$ cat src/rtl/keypad_scanner_pkg.sv
// Shared constants for the keypad scanner: FSM states, default timing and key code mapping.
package keypad_scanner_pkg;

    localparam int unsigned ScanPeriodDefault = 25000;
    localparam int unsigned DebounceNDefault  = 4;

    typedef enum logic [1:0] {
        StScan     = 2'd0,
        StDebounce = 2'd1,
        StHeld     = 2'd2,
        StRelease  = 2'd3
    } kp_state_e;

    // Key code is the row in the upper two bits and the column in the lower two.
    function automatic logic [3:0] key_code_f(input logic [1:0] row, input logic [1:0] col);
        return {row, col};
    endfunction

    // True when exactly one column line is pulled low.
    function automatic logic one_low_f(input logic [3:0] pat);
        int unsigned zeros;
        zeros = 0;
        for (int i = 0; i < 4; i++) begin
            if (!pat[i]) zeros++;
        end
        return zeros == 1;
    endfunction

    // Index of the lowest low column bit (only meaningful for a single low bit).
    function automatic logic [1:0] low_index_f(input logic [3:0] pat);
        logic [1:0] idx;
        idx = '0;
        for (int i = 3; i >= 0; i--) begin
            if (!pat[i]) idx = 2'(i);
        end
        return idx;
    endfunction

endpackage

$ cat src/rtl/keypad_scanner_scan_tick.sv
// Row slot timer: counts 0..SCAN_PERIOD-1 and flags the last cycle of each slot.
module scan_tick #(
    parameter int unsigned SCAN_PERIOD = 25000
) (
    input  logic clk,
    input  logic rstn,
    output logic tick_o
);

    localparam int unsigned CntW = (SCAN_PERIOD > 1) ? $clog2(SCAN_PERIOD) : 1;
    localparam logic [CntW-1:0] CntMax = CntW'(SCAN_PERIOD - 1);

    logic [CntW-1:0] cnt_q, cnt_d;

    // Tick on the final count of the slot, then wrap to zero.
    always_comb begin
        tick_o = (cnt_q == CntMax);
        cnt_d  = tick_o ? '0 : cnt_q + 1'b1;
    end

    // Slot counter register with synchronous active-low reset.
    always_ff @(posedge clk) begin
        if (!rstn) begin
            cnt_q <= '0;
        end else begin
            cnt_q <= cnt_d;
        end
    end

endmodule

$ cat src/rtl/keypad_scanner.sv
// 4x4 matrix keypad scanner with per-slot sampling, debounce and a four-digit entry register.
module keypad_scanner
    import keypad_scanner_pkg::*;
#(
    parameter int unsigned SCAN_PERIOD = ScanPeriodDefault,
    parameter int unsigned DEBOUNCE_N  = DebounceNDefault
) (
    input  logic        clk,
    input  logic        rstn,
    input  logic [3:0]  col_n_i,
    input  logic        clr_i,
    output logic [3:0]  row_n_o,
    output logic        key_valid_o,
    output logic [3:0]  key_code_o,
    output logic        key_held_o,
    output logic [15:0] data_o
);

    localparam int unsigned DbW = (DEBOUNCE_N > 1) ? $clog2(DEBOUNCE_N + 1) : 1;
    localparam logic [DbW-1:0] DbMax = DbW'(DEBOUNCE_N);
    localparam logic [DbW-1:0] DbOne = DbW'(1);

    logic [3:0]     col_meta_q, col_s_q;
    kp_state_e      state_q, state_d;
    logic [1:0]     row_q, row_d;
    logic [3:0]     pat_q, pat_d;
    logic [DbW-1:0] db_cnt_q, db_cnt_d;
    logic           key_valid_q, key_valid_d;
    logic           key_held_q, key_held_d;
    logic [3:0]     key_code_q, key_code_d;
    logic [15:0]    data_q, data_d;

    logic           tick;
    logic           col_idle;
    logic [DbW-1:0] db_inc;

    scan_tick #(
        .SCAN_PERIOD(SCAN_PERIOD)
    ) u_scan_tick (
        .clk    (clk),
        .rstn   (rstn),
        .tick_o (tick)
    );

    // Two-flop synchronizer for the asynchronous column lines; idle level is all-high.
    always_ff @(posedge clk) begin
        if (!rstn) begin
            col_meta_q <= 4'hF;
            col_s_q    <= 4'hF;
        end else begin
            col_meta_q <= col_n_i;
            col_s_q    <= col_meta_q;
        end
    end

    assign col_idle = (col_s_q == 4'hF);
    // Stable-sample count saturates so a held multi-key press cannot wrap it.
    assign db_inc   = (db_cnt_q >= DbMax) ? DbMax : db_cnt_q + 1'b1;

    // Scan/debounce/hold/release next-state logic; all decisions happen on the slot tick.
    always_comb begin
        state_d     = state_q;
        row_d       = row_q;
        pat_d       = pat_q;
        db_cnt_d    = db_cnt_q;
        key_valid_d = 1'b0;
        key_held_d  = key_held_q;
        key_code_d  = key_code_q;
        unique case (state_q)
            StScan: begin
                if (tick) begin
                    if (col_idle) begin
                        row_d = row_q + 2'd1;
                    end else begin
                        pat_d    = col_s_q;
                        db_cnt_d = DbOne;
                        state_d  = StDebounce;
                    end
                end
            end
            StDebounce: begin
                if (tick) begin
                    if (col_idle) begin
                        row_d    = row_q + 2'd1;
                        db_cnt_d = '0;
                        state_d  = StScan;
                    end else if (col_s_q == pat_q) begin
                        db_cnt_d = db_inc;
                        // Multi-key patterns never accept; they just sit here until released.
                        if (db_inc >= DbMax && one_low_f(pat_q)) begin
                            key_code_d  = key_code_f(row_q, low_index_f(pat_q));
                            key_valid_d = 1'b1;
                            key_held_d  = 1'b1;
                            state_d     = StHeld;
                        end
                    end else begin
                        pat_d    = col_s_q;
                        db_cnt_d = DbOne;
                    end
                end
            end
            StHeld: begin
                if (tick && col_idle) begin
                    db_cnt_d = DbOne;
                    state_d  = StRelease;
                end
            end
            StRelease: begin
                if (tick) begin
                    if (col_idle) begin
                        db_cnt_d = db_inc;
                        if (db_inc >= DbMax) begin
                            key_held_d = 1'b0;
                            row_d      = row_q + 2'd1;
                            db_cnt_d   = '0;
                            state_d    = StScan;
                        end
                    end else begin
                        state_d = StHeld;
                    end
                end
            end
            default: begin
                state_d = StScan;
            end
        endcase
    end

    // Entry register shifts in the reported code the cycle after the pulse; clear wins.
    always_comb begin
        data_d = data_q;
        if (clr_i) begin
            data_d = '0;
        end else if (key_valid_q) begin
            data_d = {data_q[11:0], key_code_q};
        end
    end

    // State and output registers with synchronous active-low reset.
    always_ff @(posedge clk) begin
        if (!rstn) begin
            state_q     <= StScan;
            row_q       <= '0;
            pat_q       <= 4'hF;
            db_cnt_q    <= '0;
            key_valid_q <= 1'b0;
            key_held_q  <= 1'b0;
            key_code_q  <= '0;
            data_q      <= '0;
        end else begin
            state_q     <= state_d;
            row_q       <= row_d;
            pat_q       <= pat_d;
            db_cnt_q    <= db_cnt_d;
            key_valid_q <= key_valid_d;
            key_held_q  <= key_held_d;
            key_code_q  <= key_code_d;
            data_q      <= data_d;
        end
    end

    assign row_n_o     = ~(4'b0001 << row_q);
    assign key_valid_o = key_valid_q;
    assign key_code_o  = key_code_q;
    assign key_held_o  = key_held_q;
    assign data_o      = data_q;

endmodule

$ cat config.mk
export PLATFORM = sky130hd
export DESIGN_NAME = keypad_scanner
export DESIGN_NICKNAME = d
export VERILOG_FILES = /design/src/rtl/keypad_scanner_pkg.sv /design/src/rtl/keypad_scanner_scan_tick.sv /design/src/rtl/keypad_scanner.sv
export SDC_FILE = /design/constraint.sdc
export NUM_CORES = 1
export LEC_CHECK = 0
export BUFFER_PORTS_ARGS = -buffer_cell sky130_fd_sc_hd__buf_2
export CORE_ASPECT_RATIO = 0.6
export CORE_MARGIN = 8
export CORE_UTILIZATION = 40
export DETAILED_ROUTE_END_ITERATION = 10
export PLACE_DENSITY = 0.58
export SYNTH_ARGS = -nofsm -noshare
export SYNTH_HDL_FRONTEND = slang
export SYNTH_SLANG_ARGS = --single-unit
$ cat constraint.sdc
create_clock -name clk -period 5.7 [get_ports clk]
set_input_delay 0 -clock clk [delete_from_list [all_inputs] [get_ports clk]]
set_output_delay 0 -clock clk [all_outputs]
set_load 0.03 [all_outputs]
==> impl_metrics.sql <==
INSERT INTO impl_metrics (metric_group, metric, value, unit) VALUES
('status', 'run_status', 'finished, final reports clean', ''),
('timing', 'worstMarginPinSlew', '0.905', 'ns'),
('setup_path', 'crit_buf_inv', '1', ''),
('clock_tree', 'tritoncts', 'yes', ''),
('route', 'drtIter0Drc', '89', ''),
('worst_hold_path', 'min-delay-start', 'rstn', ''),
('clock_tree', 'cts_repair_resize_count', '0', ''),
('finish', 'syn_to_final_growth', '13.3', '%'),
('power', 'vdd_ir_drop_max', '0.000153', 'V'),
('timing', 'fin_worst_skew', '0.00761', 'ns'),
('setup_path', 'path_cells', 'inv_1 -> ha_1 -> xnor2_1 -> ha_1 -> or3_2 -> a311oi_2 -> nand3_1 -> mux2i_1', ''),
('timing', 'post-route-period-util', '0.464', ''),
('placed_design', 'preCtsSetupSlack', '3.07', 'ns'),
('timing', 'timing_max_transition_violations_final', '0', ''),
('setup_path', 'crit_path_start_kind', 'flip-flop', ''),
('finish', 'layout.nets', '321', ''),
('global_routing', 'total_congestion_overflow_after_global_routing', '0', ''),
('floorplan', 'die_w', '119', 'µm'),
('timing', 'unrepaired_setup_endpoints_after_global_routing', 'no', ''),
('setup_path', 'reg2reg_capture_point', 'key_code_o[1]', ''),
('clock_tree', 'cts.repair_timing.setup_buffer_count', '0', ''),
('worst_hold_path', 'min-delay-path-class', 'in2reg', ''),
('clock_tree', 'cts.hold.buffers_added', '4', ''),
('placed_design', 'io_buffers', '32', ''),
('route', 'num_vias', '1832', ''),
('finish', 'finalInstanceArea', '0.00286', 'mm²'),
('setup_path', 'critPathMaxStageDelay', '0.46', 'ns'),
('placed_design', 'dp_hpwl', '3.47', 'mm'),
('synthesis', 'post_synth.cell_area_avg', '9.25', 'µm²'),
('finish', 'final_non_filler_cells', '389', ''),
('timing', 'setup-violations-final', '0', ''),
('power', 'pwr_density_cell', '229', 'mW/mm²'),
('setup_path', 'crit_end', 'key_code_o[1]', ''),
('timing', 'finalHoldViolations', '0', ''),
('setup_path', 'critPathRequiredTime', '5.90', 'ns'),
('clock_tree', 'cts-root-buf', 'clkbuf_8', ''),
('global_routing', 'wire_length_of_the_first_global_routing_pass', '8.30', 'mm'),
('setup_path', 'timing.setup.critical_path_class', 'reg2reg', ''),
('route', 'route.final.wire_length', '4.79', 'mm'),
('setup_path', 'cp-startpoint', 'pat_q[0]', ''),
('clock_tree', 'clk_pin_slew', '0.10', 'ns'),
('clock_tree', 'clock_sinks', '56', ''),
('route', 'drc_errors', '0', ''),
('finish', 'final_layout_size_suffix_gt1_frac', '0.174', ''),
('floorplan', 'initial_core_util', '0.413', ''),
('global_routing', 'gr-usage-all-layers', '0.106', ''),
('clock_tree', 'cts_made_buffers', '5', ''),
('route', 'vias_cell', '4.71', ''),
('synthesis', 'ys_warn_count', '0', ''),
('timing', 'timing.slew.headroom', '0.396', ''),
('clock_tree', 'htree_levels', '2', ''),
('setup_path', 'setup.worst_path.end_class', 'flip-flop', ''),
('setup_path', 'critical_path.top_delay_family', 'simple AND/OR/NAND/NOR gates', ''),
('timing', 'setup-tns-final', '0', 'ns'),
('synthesis', 'seq_area_frac_synth', '0.444', ''),
('timing', 'fmax', '378', 'MHz'),
('global_routing', 'via_count_of_the_first_global_routing_pass', '1702', ''),
('placed_design', 'dp_cells', '377', ''),
('floorplan', 'die_h', '77.6', 'µm'),
('placed_design', 'placed_area', '0.00273', 'mm²'),
('global_routing', 'grt_start_max_net_pins', '26', ''),
('finish', 'antenna-diode-count', '0', ''),
('floorplan', 'floorplan.die_area', '0.00920', 'mm²'),
('route', 'route.detailed.wl_per_inst', '12.3', 'µm'),
('setup_path', 'worst-r2r-setup-slack', '3.06', 'ns'),
('floorplan', 'design.core.area', '0.00611', 'mm²'),
('clock_tree', 'worst_skew_late_latency', '0.31', 'ns'),
('route', 'dr.pass1.iters', '4', ''),
('setup_path', 'crit_slowest_cell', 'or3_2', ''),
('finish', 'n_fill_cell', '596', ''),
('synthesis', 'synth_area', '0.00253', 'mm²');
-- stage by stage --
| stage | util | hold WS, ns | power (W) |
|---|---|---|---|
| 2_1_floorplan | - | 0.0730 | 0.000426 |
| 5_1_grt | 0.468 | 0.108 | 0.000692 |
| 4_1_cts | 0.468 | 0.0773 | 0.000665 |
| 6_report | 0.468 | 0.0864 | 0.000656 |
| 3_3_place_gp | 0.446 | 0.179 | 0.000433 |
| 3_5_place_dp | 0.446 | 0.183 | 0.000434 |
-- per-layer routing --
layer	global-route usage	vias to the layer above	wire length, µm
met3	0.0390	2	293
met5	0	-	0
met1	0.154	821	2730
li1	-	972	-
met2	0.145	37	1750
met4	0.0226	0	19
-- worst min path at each step --
stage / slack [ns] / to
final: 0.09 / pat_q[3]
after floorplan: 0.07 / col_s_q[3]
after global placement: 0.18 / col_meta_q[2]
after CTS: 0.08 / pat_q[3]
after detailed placement: 0.18 / col_meta_q[1]
after global routing: 0.11 / pat_q[3]
-- placed cells by master (no fill, tap or decap), types with 3 or more instances in the layout --
| cell | n |
|---|---|
| mux2i_1 | 22 |
| o21ai_0 | 6 |
| nor2b_1 | 3 |
| dlygate4sd3_1 | 4 |
| ha_1 | 10 |
| xor2_1 | 10 |
| buf_2 | 32 |
| a21oi_1 | 8 |
| o211ai_1 | 3 |
| nand3_1 | 12 |
| dfxtp_1 | 56 |
| clkbuf_8 | 5 |
| xnor2_1 | 10 |
| nor2_1 | 40 |
| nand4_1 | 4 |
| nand2b_1 | 11 |
| nor3_1 | 3 |
| nand2_1 | 23 |
| inv_1 | 14 |
-- worst reg2reg max path, delay by kind of cell, from the launching register on --
family | cells | cell delay (ns)
buffers and inverters | 1 | 0.08
XOR/XNOR | 1 | 0.16
AO/OA/AOI/OAI | 1 | 0.37
flip-flops | 1 | 0.42
AND/OR/NAND/NOR | 2 | 0.70
multiplexers | 1 | 0.17
adder cells (fa/ha/maj) | 2 | 0.65
-- power breakdown --
part / internal, W / switching [W] / leakage, nW
registers: 0.000396 / 0.00000311 / 0.454
logic: 0.0000109 / 0.0000170 / 0.638
clock network: 0.0000900 / 0.000139 / 0.0452
-- sequential cells by signal, summed over array words and instances (netlist names), 2 cells and up, named ones only --
register	count
col_meta_q	4
col_s_q	4
data_o	16
db_cnt_q	3
key_code_o	4
pat_q	4
row_q	2
u_scan_tick.cnt_q	15
-- layout make-up --
cell class	instances	area share
multi-input combinational	191	0.450
timing repair buffer	36	0.0700
tap	84	0.0367
clock inverter	3	0.00875
clock buffer	5	0.0240
inverter	14	0.0184
sequential	56	0.392
-- cells by family (layout without fill, tap and decap cells) --
| logic type | after synthesis | in the layout | share of synthesized area |
|---|---|---|---|
| compound gates | 25 | 25 | 0.0639 |
| buf+inv | 26 | 58 | 0.0461 |
| simple gates | 114 | 114 | 0.240 |
| flops | 56 | 56 | 0.444 |
| mux | 22 | 22 | 0.0872 |
| xor+xnor | 20 | 20 | 0.0693 |
| fa+ha+maj | 10 | 10 | 0.0495 |
-- Yosys cell counts (all sizes together) --
library cell	number	area [µm²]
or2	1	6.26
nand2	23	86.3
nor2b	3	18.8
nand3b	1	7.51
or4b	1	13.8
inv	14	52.6
nor4b	1	23.8
nand2b	11	68.8
a22o	1	10.0
nand4	4	25.0
nor3	3	15.0
a311oi	2	23.8
a21oi	8	40.0
o21ai	6	30.0
clkbuf	7	26.3
xnor2	10	87.6
a21boi	1	7.51
xor2	10	87.6
nor2	40	150
a31oi	2	12.5
dfxtp	56	1120
or3	2	13.8
buf	5	37.5
and3	5	38.8
ha	10	125
mux2i	22	220
nand3	12	60.1
and2	2	16.3
nor4	3	40.0
o21a	2	15.0
or4bb	2	22.5
o211ai	3	22.5
No activity file was read; power rests on OpenSTA's default activity.
